## config.mk

```make
export PLATFORM = sky130hd
export DESIGN_NAME = pe_filter_rx
export DESIGN_NICKNAME = d
export VERILOG_FILES = /design/src/rtl/pe_filter_rx.sv
export SDC_FILE = /design/constraint.sdc
export NUM_CORES = 1
export LEC_CHECK = 0
export ABC_AREA = 1
export BUFFER_PORTS_ARGS = -buffer_cell sky130_fd_sc_hd__buf_2
export CORE_MARGIN = 3
export CORE_UTILIZATION = 46
export CTS_BUF_LIST = sky130_fd_sc_hd__clkbuf_8
export DETAILED_ROUTE_END_ITERATION = 6
export PLACE_DENSITY = 0.88
export SYNTH_ARGS = -nofsm -noshare
export SYNTH_HDL_FRONTEND = slang
export SYNTH_SLANG_ARGS = --single-unit
```

## constraint.sdc

```tcl
create_clock -name clk -period 1.5 [get_ports clk]
set_clock_uncertainty 0.1 [all_clocks]
set_input_delay 0.3 -clock clk [delete_from_list [all_inputs] [get_ports clk]]
set_output_delay 0.3 -clock clk [all_outputs]
set_load 0.005 [all_outputs]
```

## src/rtl/pe_filter_rx.sv

```systemverilog
// Receive endpoint for filter packets: decodes, loads a WIDTH_F-entry weight row, forwards foreign packets.
// Optional forwarding path is compiled in with `define FILTER_RX_FWD_EN; otherwise foreign packets are dropped.
module pe_filter_rx #(
    parameter int unsigned WIDTH_DATA  = 13,
    parameter int unsigned WIDTH_F     = 5,
    parameter logic [7:0]  PE_ADDR     = 8'h00,
    parameter logic [1:0]  FILTER_TYPE = 2'b00
) (
    input  logic                          clk,
    input  logic                          rst,
    input  logic [31:0]                   in_pkt,
    input  logic                          in_valid,
    output logic                          in_ready,
    output logic [31:0]                   fwd_pkt,
    output logic                          fwd_valid,
    input  logic                          fwd_ready,
    output logic [WIDTH_F*WIDTH_DATA-1:0] row_data,
    output logic                          row_valid,
    input  logic                          row_take,
    output logic [7:0]                    drop_cnt
);

    localparam int unsigned ROW_W = WIDTH_F * WIDTH_DATA;

    typedef enum logic {S_LOAD = 1'b0, S_FULL = 1'b1} state_e;

    state_e               state_q, state_d;
    logic [ROW_W-1:0]     row_q, row_d;
    logic [WIDTH_F-1:0]   loaded_q, loaded_d;
    logic [7:0]           drop_q, drop_d;

    logic                  pkt_rsv;
    logic [1:0]            pkt_type;
    logic [7:0]            pkt_dst;
    logic [7:0]            pkt_idx;
    logic [WIDTH_DATA-1:0] pkt_data;
    logic                  accept;
    logic                  bad_hdr;
    logic                  addr_miss;
    logic                  idx_bad;
    logic                  wr_en;
    logic                  drop_inc;
    logic                  fwd_free;

    // Packet field decode and classification
    always_comb begin
        pkt_rsv   = in_pkt[31];
        pkt_type  = in_pkt[30:29];
        pkt_dst   = in_pkt[28:21];
        pkt_idx   = in_pkt[20:13];
        pkt_data  = WIDTH_DATA'(in_pkt[12:0]);
        accept    = in_valid && in_ready;
        bad_hdr   = pkt_rsv || (pkt_type != FILTER_TYPE);
        addr_miss = (pkt_dst != PE_ADDR);
        idx_bad   = (pkt_idx >= 8'(WIDTH_F));
        wr_en     = accept && !bad_hdr && !addr_miss && !idx_bad;
    end

`ifdef FILTER_RX_FWD_EN
    logic        fwd_valid_q, fwd_valid_d;
    logic [31:0] fwd_pkt_q, fwd_pkt_d;
    logic        fwd_acc;

    always_comb begin
        fwd_acc     = accept && !bad_hdr && addr_miss;
        drop_inc    = accept && (bad_hdr || (!addr_miss && idx_bad));
        fwd_free    = !fwd_valid_q || fwd_ready;
        fwd_valid_d = fwd_valid_q;
        fwd_pkt_d   = fwd_pkt_q;
        if (fwd_acc) begin
            fwd_valid_d = 1'b1;
            fwd_pkt_d   = in_pkt;
        end else if (fwd_ready) begin
            fwd_valid_d = 1'b0;
        end
    end

    always_ff @(posedge clk) begin
        if (rst) begin
            fwd_valid_q <= 1'b0;
            fwd_pkt_q   <= 32'h0;
        end else begin
            fwd_valid_q <= fwd_valid_d;
            fwd_pkt_q   <= fwd_pkt_d;
        end
    end

    assign fwd_valid = fwd_valid_q;
    assign fwd_pkt   = fwd_pkt_q;
`else
    logic unused_fwd_ready;

    always_comb begin
        drop_inc = accept && (bad_hdr || addr_miss || idx_bad);
        fwd_free = 1'b1;
    end

    assign unused_fwd_ready = fwd_ready;
    assign fwd_valid        = 1'b0;
    assign fwd_pkt          = 32'h0;
`endif

    // Row buffer, loaded mask and saturating drop counter
    always_comb begin
        row_d    = row_q;
        loaded_d = loaded_q;
        drop_d   = drop_q;
        for (int unsigned k = 0; k < WIDTH_F; k++) begin
            if (wr_en && (pkt_idx == 8'(k))) begin
                row_d[k*WIDTH_DATA +: WIDTH_DATA] = pkt_data;
                loaded_d[k]                       = 1'b1;
            end
        end
        if ((state_q == S_FULL) && row_take) begin
            loaded_d = '0;
        end
        if (drop_inc && (drop_q != 8'hFF)) begin
            drop_d = drop_q + 8'd1;
        end
    end

    always_ff @(posedge clk) begin
        if (rst) begin
            row_q    <= '0;
            loaded_q <= '0;
            drop_q   <= 8'h00;
        end else begin
            row_q    <= row_d;
            loaded_q <= loaded_d;
            drop_q   <= drop_d;
        end
    end

    always_ff @(posedge clk) begin
        if (rst) begin
            state_q <= S_LOAD;
        end else begin
            state_q <= state_d;
        end
    end

    always_comb begin
        state_d = state_q;
        case (state_q)
            S_LOAD:  if (&loaded_d) state_d = S_FULL;
            S_FULL:  if (row_take)  state_d = S_LOAD;
            default: state_d = S_LOAD;
        endcase
    end

    // Release after row_take comes from the registered state, never combinationally
    always_comb begin
        in_ready  = 1'b0;
        row_valid = 1'b0;
        case (state_q)
            S_LOAD:  in_ready  = !rst && fwd_free;
            S_FULL:  row_valid = 1'b1;
            default: ;
        endcase
    end

    assign row_data = row_q;
    assign drop_cnt = drop_q;

endmodule

```

; ---- After elaboration in Yosys (flattened, before gate mapping)
; Cells that the tools add are included.
[word_totals]
regBits = 79
in_bits = 37
output_inout_bits = 108
word_cells = 50
[classes]
add_sub_neg = 1
n_lt_le_gt_ge = 1
eq_ne = 5
n_mux = 11
bitwise_logic = 1
reduce_logical = 23
[op_table]
columns = op, count
row1 = $eq A8 B2 Y1 const B, 2
row2 = $logic_and A1 B1 Y1, 12
row3 = $mux W1, 9
row4 = $add A8 B1 Y8 const B, 1
row5 = $eq A8 B1 Y1 const B, 1
row6 = $eq A8 B3 Y1 const B, 1
row7 = $ge A8 B3 Y1 const B, 1
row8 = $logic_not A8 Y1, 1
row9 = $ne A8 B8 Y1 const B, 1
row10 = $reduce_bool A8 Y1, 1
row11 = $mux W5, 1
row12 = $reduce_and A5 Y1, 1
row13 = $logic_not A1 Y1, 4
row14 = $logic_or A1 B1 Y1, 3
row15 = $pmux W1 S2, 1
row16 = $reduce_bool A2 Y1, 1
row17 = $not A1 Y1, 1

; ---- Logic depth before layout (Yosys ltp)
; Gate-level depths: netlist of the first run.
[depth]
word_depth = 12
ltp_mapped = 11
ltp_nobuf = 11

; ---- Worst setup path before layout of the first run
; Ideal clock, no wire load.
[synth_path]
kind = reg-to-reg
from = register drop_q[0], in the netlist drop_cnt[0]
to = register drop_q[7], in the netlist drop_cnt[7]
setup_ns = 0.144
t_arrival_ns = 1.212
required_ns = 1.256
slack_ns = 0.043
path_stages_with_launch = 8
path_buffers = 0
synth_period_minus_slack_ns = 1.457
path_cell_list = dfxtp_1 ha_1 nand4_1 nor3_1 nor2_2 nand2_4 nand2_1 a21oi_1
[synth_via]
elab_chain_cells = 2
elab_cells_between_ends = 3
classes_between = add/sub: 1 / eq/ne: 1 / reduce/logical: 1
[synth_rtl]
columns = element, line
row1 = "start, declared", 30  ; logic [7:0] drop_q, drop_d;
row2 = "start signal, assigned", 130  ; drop_q <= drop_d;
row3 = "parallel branches: the longest is 2 deep, another holds $add A8 B1 Y8", n/a
; Several ways; the timed one is not identified.
; A chain may end at the register's enable or synchronous reset.

; ---- Worst setup path in the final report of the first run
[layout_path]
from = register state_q
to = register row_q[44], in the netlist row_data[44]
[layout_via]
elab_chain_cells = 6
[layout_rtl]
columns = element, line
row1 = "start, declared", 27  ; state_e state_q, state_d;
row2 = "start signal, assigned", 138  ; state_q <= state_d;
row3 = $mux W1, 155  ; case (state_q)
row4 = $logic_and A1 B1 Y1, 52  ; accept = in_valid && in_ready;
row5 = $logic_and A1 B1 Y1 (3 in series), 56  ; wr_en = accept && !bad_hdr && !addr_miss && !idx_bad;
row6 = $logic_and A1 B1 Y1, 109  ; if (wr_en && (pkt_idx == 8'(k))) begin
row7 = "end signal, assigned", 128  ; row_q <= row_d;
row8 = "end, declared", 28  ; logic [ROW_W-1:0] row_q, row_d;
; No other way between the ends.

==> results.tsv, run 1 <==
metric	value	unit
status	complete, but fails checks	
failing checks	negative setup slack	
Max-slew headroom	0.6061	
Int Power	2947	uW
distinct cell type count after synthesis	28	
area added between synthesis and finish	31.31	%
post-route cell area	4853	um^2
deepest clock path buffer count	2	
layout cell share with drive strength beyond 1	0.4530	
flops & latches, synth	79	
max cap viols	0	
top-area cell type share of the netlist area	0.4279	
CP Class	flip-flop to flip-flop	
Slew Viols, Final	0	
most frequent cells in the layout	nand2_1 (135), buf_2 (108), dfxtp_1 (74)	
switching portion of total power	0.2449	
Post-Syn Area per Cell	7.931	um^2
CP startpoint kind	flip-flop	
Vias	3437	
Pre-Repair DR Iteration Count	4	
Psw	955.8	uW
most common cell after layout, fill and taps aside	nand2_1	
Worst-Margin Slew	0.5909	ns
cell row count	32	
Clk pwr share	0.389	
DPL Wire Length	7014	um
Final Setup Violations	7	
met2 Track Usage GR	0.3532	
Mapped Area	3696	um^2
PortBufs	110	
# diodes	0	
placer congestion estimate	0.8013	
Comb power frac	0.072	
Final Hold Fails	0	
Crit. End Element	flip-flop	
root buf cell	clkbuf_8	
Core Area	7767	um^2
grt total ovfl	0	
Post-route DRC	0	
Seq/Total Area, Yosys	0.4279	
cell leakage power	0.002166	uW
antenna-violating nets left	0	
clk slew on worst S/H paths	0.09	ns
I/O pin total	145	
RSZ-0062 raised after global routing	true	
Skew-Pair Late Insertion Delay	0.35	ns
pin count of the biggest net entering global routing	45	
CTS tree	yes	
Post-Synthesis Cells	466	
WP data required	1.63	ns
FILL cells	643	
htree depth	3	
Starting Density	0.4758	
Top Usage Layer GRT	met2	
final WL	9810	um
Final Critical Period	1.517	ns
initial DRC count	133	
footprint of the multi-input gates	1894	um^2
Area after DPL	4433	um^2
power per cell area	804.2	nW/um^2
Ys Warns	0	
Overall Global Routing Usage	0.2090	
GR Layer Usage met1	0.2584	
Peak Freq	659.2	MHz
Num CTS Buffers	9	
top cells by area, synth	dfxtp_1 (43%), nand2_1 (16%), a21oi_2 (9.5%)	
met3 usage in global routing	0.04499	
vias per cell	4.848	
Max Fanout on Critical Path	6	
initial antenna violation count	0	
first-pass GRT wire length	14650	um
DIE WIDTH	95.64	um
fin nets	641	
cell accounting for the most synthesized area	dfxtp_1	
proportion of power drawn by flip-flops and latches	0.538	
vias in the first global route	3123	
hold buffer count at CTS	0	
Hold WC Path Type	input pin to flip-flop	
chip height	95.64	um
Clock Sinks	79	
WP data arrival	1.65	ns
Final Hold Slack	0.1755	ns
Die ar.	9146	um^2
worst vdd ir	0.0009521	V
Final Cycle Share	1.011	
WL/cell	13.84	um
PnR worst setup slack	-0.01706	ns
final setup TNS	-0.04620	ns
flip-flop and latch area	1588	um^2
[worst paths after layout]
check             cells after the start  slack [ns]        start           end
setup / recovery                      9       -0.02      state_q  row_data[44]
hold / removal                        3        0.18    in_pkt[5]  row_data[18]
hold reg to reg                       2        0.37  loaded_q[1]   loaded_q[1]
setup reg to reg                      9       -0.02      state_q  row_data[44]
[per-layer routing]
metal,vias up,part of all wire
li1,1670,-
met2,167,0.49
met3,13,0.093
met1,1587,0.40
met5,-,0
met4,0,0.016
[power groups by stage]
stage	Clock, uW	Combinational (uW)	Sequential [uW]
global route	1620	312	2100
CTS	1540	262	2100
global placement	0	250	2150
detailed placement	0	256	2150
finish	1520	282	2100
floorplan	0	179	2150
[flip-flops by register name (all words and copies together), names as in the netlist]
signal,count
loaded_q,5
drop_cnt,8
state_q,1
row_data,65
[metrics by stage]
stage | instances | setup slack (ns) | utilization | total power (uW)
6_report | 709 | -0.01706 | 0.6248 | 3903
5_1_grt | 709 | -0.09555 | 0.6248 | 4035
4_1_cts | 707 | 0.006202 | 0.5994 | 3900
3_5_place_dp | 690 | -0.1583 | 0.5707 | 2404
3_3_place_gp | 690 | -0.07077 | 0.5707 | 2398
2_1_floorplan | 498 | 0.04341 | - | 2329
[cell usage after synthesis]
| library cell | n |
|---|---|
| nand2_1 | 158 |
| dfxtp_1 | 79 |
| a21oi_2 | 40 |
| a21oi_1 | 38 |
| buf_4 | 33 |
| inv_1 | 17 |
| nor2_1 | 17 |
| nand3_1 | 16 |
| inv_2 | 11 |
| buf_2 | 5 |
| buf_6 | 5 |
| clkbuf_1 | 5 |
| clkinv_2 | 5 |
| xor2_1 | 5 |
| nand2_2 | 4 |
| nand3_4 | 4 |
| nor2_2 | 4 |
| buf_1 | 3 |
| nand2_4 | 3 |
| nor2_4 | 3 |
| nand4_1 | 2 |
| nor2_8 | 2 |
| nor3_1 | 2 |
| conb_1 | 1 |
| ha_1 | 1 |
| nand3b_1 | 1 |
| nand4_4 | 1 |
| xnor2_1 | 1 |
[layout make-up]
cell class                 count  share of cell area
clock buffer                   9             0.02552
clock inverter                 6             0.01315
inverter                      33             0.03016
multi-input combinational    335              0.3903
sequential                    79              0.3271
tap                          102             0.02630
timing repair buffer         145              0.1874
[critical path: stages (launching register included)]
cell and delay (ns):
dfxtp_2 0.33, inv_2 0.07, nand2_4 0.05, nor2_4 0.12
nand2_4 0.07, nor2_8 0.16, nand3_4 0.16, clkbuf_16 0.21
nand2_1 0.08, a21oi_2 0.06
[kinds of logic (layout without fill, tap and decap cells)]
group                      after synthesis  count (layout)  share of synthesized area
and+or+nand+nor                        217             217                     0.2749
xor gates and xnor gates                 6               6                    0.01422
DFF                                     79              79                     0.4279
adders and majority gates                1               1                   0.003385
buffers and inverters                   84             193                     0.1324
AOI/OAI and AO/OA                       78              78                     0.1462
other                                    1              33                   0.001015
[repair_timing]
item                       4_1_cts  5_1_grt
pin swaps                        3       17
setup endpoints to repair       48       75
setup buffers                    2        1
gates cloned                     0        1
resized for setup                7       53
No activity file was read; power rests on OpenSTA's default activity.
==> run 2: changes to the inputs <==
BUFFER_PORTS_ARGS = default   (was -buffer_cell sky130_fd_sc_hd__buf_2)
CORE_UTILIZATION = 48   (was 46)
DONT_BUFFER_PORTS = 1   (was default)
PLACE_DENSITY = 0.74   (was 0.88)
==> run 2 against run 1 <==
The run ends with negative hold slack left. Global-route usage fell by 0.40 points. Final cell count is 17% lower. Setup slack gained 0.022 ns. Sequential power about the same. Non-clock buffer count fell by 119. Design area decreased by 12%. Critical endpoint is now row_data[8]. Worst hold slack got worse by 0.26 ns. Core utilization is 4.8 points lower. Clock-buffer cell count up 1.
==> results.tsv, run 2 (synthesized netlist as in run 1, its figures left out) <==
metric	value	unit	change
FILL cells	676		+5.1%
power per cell area	948.7	nW/um^2	+18%
most frequent cells in the layout	nand2_1 (134), dfxtp_1 (74), a21oi_2 (53)		
WL/cell	15.76	um	+14%
Clk pwr share	0.448		+0.059
root buf cell	clkbuf_8		
vias per cell	4.973		+2.6%
worst path bufs/invs	2		unchanged
Skew-Pair Late Insertion Delay	0.34	ns	about the same
Int Power	3130	uW	+6.2%
number of cells on the worst reg-to-reg path	9		unchanged
post-route cell area	4250	um^2	-12%
clk slew on worst S/H paths	0.09	ns	about the same
CP startpoint kind	flip-flop		
DIE WIDTH	93.75	um	-2.0%
Max Fanout on Critical Path	11		+5
fin nets	522		-19%
Final Hold Slack	-0.08069	ns	-0.2562 ns
Hold WC Path Type	input pin to flip-flop		
most common cell after layout, fill and taps aside	nand2_1		
Slew Viols, Final	0		unchanged
# diodes	0		unchanged
vias in the first global route	2806		-10%
Num CTS Buffers	9		unchanged
CP Class	flip-flop to flip-flop		
Pre-Repair DR Iteration Count	4		unchanged
WP data required	1.64	ns	about the same
RSZ-0062 raised after global routing	true		
hold path startpoint	rst		
Final Critical Period	1.495	ns	-0.02213 ns
Psw	902.4	uW	-5.6%
Peak Freq	668.9	MHz	+1.5%
chip height	93.75	um	-2.0%
cell row count	31		-3.1%
cell leakage power	0.001543	uW	-29%
Area after DPL	3759	um^2	-15%
max cap viols	0		unchanged
Final Cycle Share	0.9966		-0.01475
Worst Hold Path EP	drop_cnt[6]		
Post-route DRC	0		unchanged
deepest clock path buffer count	2		unchanged
PortBufs	0		-100%
R2R Path End	row_data[8]		
Final Setup Violations	0		-7
placer congestion estimate	0.8151		+1.7%
Comb power frac	0.031		-0.041
Die ar.	8789	um^2	-3.9%
CTS tree	yes		
DPL Wire Length	6367	um	-9.2%
grt total ovfl	0		unchanged
status	complete, but fails checks		
Clock Sinks	79		unchanged
proportion of power drawn by flip-flops and latches	0.521		-0.017
initial DRC count	104		-22%
initial antenna violation count	0		unchanged
switching portion of total power	0.2238		-0.02109
Overall Global Routing Usage	0.2050		-0.004043
Starting Density	0.5015		+0.02569
Core Area	7370	um^2	-5.1%
pin count of the biggest net entering global routing	76		+69%
htree depth	3		unchanged
failing checks	negative hold slack		
crit-path cells	inv_2 -> nand3_1 -> nor2_1 -> nand2_2 -> nor2_4 -> nand2_4 -> buf_6 -> nand2_1 -> a21oi_2		
number of flip-flops in the largest register	65		unchanged
worst hold path depth	1		-2
total power	4032	uW	+3.3%
CP delay by family, top	simple AND/OR/NAND/NOR gates		
layout cell share with drive strength beyond 1	0.3456		-0.1074
worst vdd ir	0.0006496	V	-32%
Final Hold Fails	71		+71
I/O pin total	145		unchanged
startpoint of the worst register-to-register path	state_q		
WP data arrival	1.64	ns	about the same
CP peak stage delay	0.33	ns	about the same
Crit. End Element	flip-flop		
antenna-violating nets left	0		unchanged
Crit-path slowest cell	dfxtp_2		
final WL	9267	um	-5.5%
first-pass GRT wire length	14030	um	-4.2%
FF-to-FF setup slack	0.005	ns	+0.02 ns
Vias	2924		-15%
area added between synthesis and finish	15.00	%	
run 2: cell types whose count changed in the layout (fill, tap and decap cells not counted), sizes merged:
cell | before | now
buf | 144 | 26
clkinv | 4 | 2
clkinvlp | 1 | 2
bufinv | 1 | 2
run 2: worst max-delay path by stage:
| stage | start | endpoint | slack [ns] | cells after the start |
|---|---|---|---|---|
| after global routing | state_q | state_q | -0.13 | 11 |
| final | state_q | row_data[8] | 0.005 | 9 |
| after global placement | in_pkt[19] | row_data[11] | 0.03 | 9 |
| after detailed placement | drop_cnt[0] | drop_cnt[0] | -0.08 | 8 |
| after floorplan | drop_cnt[0] | drop_cnt[7] | 0.04 | 7 |
| after CTS | drop_cnt[0] | drop_cnt[1] | 0.004 | 7 |
run 2: worst reg2reg max path, cell delays in order (launching register included):
cell and delay (ns):
dfxtp_2 0.33, inv_2 0.05, nand3_1 0.10, nor2_1 0.13
nand2_2 0.08, nor2_4 0.19, nand2_4 0.11, buf_6 0.17
nand2_1 0.09, a21oi_2 0.06
run 2: area by class of cell:
cell class,instances,area [um^2],share of cell area
Multi-Input combinational cell,335,1912,0.4498
Sequential cell,79,1590,0.3742
Timing Repair Buffer,26,237.7,0.05593
Inverter,33,156.4,0.03680
Clock buffer,10,137.6,0.03238
Tap cell,99,123.9,0.02914
Clock inverter,6,92.59,0.02178
run 2: stage by stage:
stage                     TNS [ns]  hold WS (ns)  utilization  cells  setup WS (ns)
after global routing        -3.125       -0.1200       0.5767    588        -0.1306
after floorplan                  0        0.3244            -    498        0.04341
after global placement           0        0.2797       0.5100    568        0.03122
final                            0      -0.08069       0.5767    588       0.005071
after CTS                        0       -0.1075       0.5480    586       0.003924
after detailed placement   -0.8086        0.2807       0.5100    568       -0.08060
run 2: per-layer routing:
| layer | part of all wire | GRT usage | vias up |
|---|---|---|---|
| met5 | 0 | 0 | - |
| met4 | 0.011 | 0.06619 | 0 |
| met3 | 0.12 | 0.09375 | 12 |
| met2 | 0.48 | 0.3353 | 114 |
| met1 | 0.39 | 0.2380 | 1358 |
| li1 | - | - | 1440 |
run 2: power by group through the flow:
stage / Clock, uW / Combinational [uW] / Sequential, uW
2_1_floorplan: 0 / 179 / 2150
3_5_place_dp: 0 / 104 / 2150
4_1_cts: 1840 / 109 / 2100
3_3_place_gp: 0 / 100 / 2150
5_1_grt: 1930 / 140 / 2100
6_report: 1810 / 125 / 2100
run 2: repair_timing:
action                                 in CTS  in global routing
endpoints found under the hold margin      73                 73
pin swaps                                   5                 15
setup endpoints to repair                  10                 75
buffers inserted                            3                  2
resized for setup                          10                 65
==> run 3: changes to the inputs <==
CORE_UTILIZATION = 45   (was 48)
PLACE_DENSITY = 0.71   (was 0.74)
SETUP_SLACK_MARGIN = 0.2   (was default)
==> run 3 against run 2 <==
The flow finishes with violations (negative hold slack, negative setup slack). Total power down 4.3%. Via count up 3.7%. Worst hold slack better by 0.040 ns. Critical path depth unchanged. Wire length up 5.1%. Combinational power up 14%. Maximum frequency down 0.63%. Flip-flop and latch count unchanged. Highest routed layer unchanged. Largest cell class unchanged. First-iteration DRC count down 14%. Clock power down 10%. Core utilization up 4.9 points. Sequential share of layout area down 5.0 points.
==> results.tsv, run 3 (synthesized netlist as in run 1, its figures left out) <==
metric	value	unit	change
deepest clock path buffer count	2		unchanged
cell leakage power	0.001787	uW	+16%
most frequent cells in the layout	dfxtp_1 (73), nand2_1 (68), a21oi_2 (66)		
Clk pwr share	0.419		-0.029
grt total ovfl	0		unchanged
# diodes	0		unchanged
RSZ-0062 raised after global routing	true		
most common cell after layout, fill and taps aside	dfxtp_1		
proportion of power drawn by flip-flops and latches	0.544		+0.023
WP data required	1.68	ns	+0.04 ns
Overall Global Routing Usage	0.1932		-0.01176
Final Hold Fails	48		-32%
DIE WIDTH	96.63	um	+3.1%
Clock Sinks	79		unchanged
WL/cell	16.16	um	+2.5%
area added between synthesis and finish	32.80	%	
Core Area	7848	um^2	+6.5%
Int Power	2941	uW	-6.1%
switching portion of total power	0.2384		+0.01457
max cap viols	0		unchanged
Final Critical Period	1.504	ns	+0.009456 ns
root buf cell	clkbuf_8		
vias per cell	5.030		+1.1%
number of cells on the worst reg-to-reg path	9		unchanged
chip height	96.63	um	+3.1%
first-pass GRT wire length	14660	um	+4.5%
PnR worst setup slack	-0.004385	ns	-0.009456 ns
Num CTS Buffers	9		unchanged
DPL Wire Length	6558	um	+3.0%
CP Class	flip-flop to flip-flop		
I/O pin total	145		unchanged
vias in the first global route	2916		+3.9%
CTS tree	yes		
initial antenna violation count	0		unchanged
status	complete, but fails checks		
Psw	920.3	uW	+2.0%
cell row count	32		+3.2%
Pre-Repair DR Iteration Count	4		unchanged
worst hold path depth	1		unchanged
Die ar.	9336	um^2	+6.2%
Comb power frac	0.037		+0.006
Finished Core Util	0.6255		+0.04874
Final Cycle Share	1.003		+0.006304
Skew-Pair Late Insertion Delay	0.34	ns	about the same
Peak Freq	664.7	MHz	-0.63%
pre-CTS setup slack	0.01007	ns	+0.09067 ns
Hold WC Path Type	input pin to flip-flop		
placer congestion estimate	0.8649		+6.1%
Final Setup Violations	1		+1
failing checks	negative hold slack, negative setup slack		
FILL cells	678		+0.30%
layout cell share with drive strength beyond 1	0.5250		+0.1793
PortBufs	0		unchanged
Final Hold Slack	-0.04067	ns	+0.04002 ns
Post-route DRC	0		unchanged
power per cell area	786.6	nW/um^2	-17%
WP data arrival	1.68	ns	+0.04 ns
total power	3861	uW	-4.3%
number of flip-flops in the largest register	65		unchanged
clk slew on worst S/H paths	0.08	ns	about the same
CP startpoint kind	flip-flop		
initial DRC count	89		-14%
fin nets	534		+2.3%
Slew Viols, Final	0		unchanged
Max Fanout on Critical Path	6		-5
htree depth	3		unchanged
Starting Density	0.4710		-0.03055
Crit. End Element	flip-flop		
antenna-violating nets left	0		unchanged
worst vdd ir	0.0006280	V	-3.3%
final WL	9742	um	+5.1%
Vias	3033		+3.7%
pin count of the biggest net entering global routing	76		unchanged
[run 3: area by class of cell]
type / instances / area [um^2] / share of cell area
Tap cell: 102 / 127.6 / 0.02600
Timing Repair Buffer: 35 / 395.4 / 0.08055
Clock inverter: 7 / 80.08 / 0.01631
Timing Repair inverter: 3 / 26.28 / 0.005353
Inverter: 33 / 173.9 / 0.03543
Clock buffer: 9 / 123.9 / 0.02524
Multi-Input combinational cell: 335 / 2392 / 0.4874
Sequential cell: 79 / 1589 / 0.3237
[run 3: final timing paths]
| check | slack, ns | to | startpoint |
|---|---|---|---|
| max reg2reg | -0.004 | row_data[46] | state_q |
| min reg2reg | 0.36 | loaded_q[4] | loaded_q[4] |
| min | -0.04 | drop_cnt[7] | rst |
| max | -0.004 | row_data[46] | state_q |
[run 3: per-layer routing]
metal	routed length, um	part of all wire	global-route usage	vias up
met5	0	0	0	-
met4	68	0.0070	0.06803	0
met3	849	0.087	0.07570	9
met2	5118	0.53	0.3222	116
met1	3705	0.38	0.2253	1438
li1	-	-	-	1470
[run 3: critical path: stages, from the launching register on]
cell and delay (ns):
dfxtp_2 0.33, inv_2 0.06, nand2_2 0.08, nor2_4 0.10, nand2_4 0.07, nor2_8 0.13
nand3_4 0.18, inv_4 0.16, nand2_1 0.09, a21oi_2 0.14
[run 3: timing repair]
action                                  CTS  global route
cloned                                    1             2
pin swaps                                20            36
hold endpoints to repair                 73            73
buffers inserted                          4             5
gates resized for setup                  55           133
endpoints found under the setup margin   77            80
[run 3: per-stage QoR]
step	area [um^2]	setup TNS [ns]	cells
2_1_floorplan	3953	0	498
3_3_place_gp	3919	0	575
3_5_place_dp	3919	0	575
4_1_cts	4363	0	596
5_1_grt	4908	-2.943	603
6_report	4908	-0.004385	603
[run 3: power by group through the flow]
stage	clock, uW	sequential, uW	combinational, uW
2_1_floorplan	0	2150	183
3_3_place_gp	0	2150	106
3_5_place_dp	0	2150	109
4_1_cts	1670	2100	117
5_1_grt	1770	2100	158
6_report	1620	2100	142
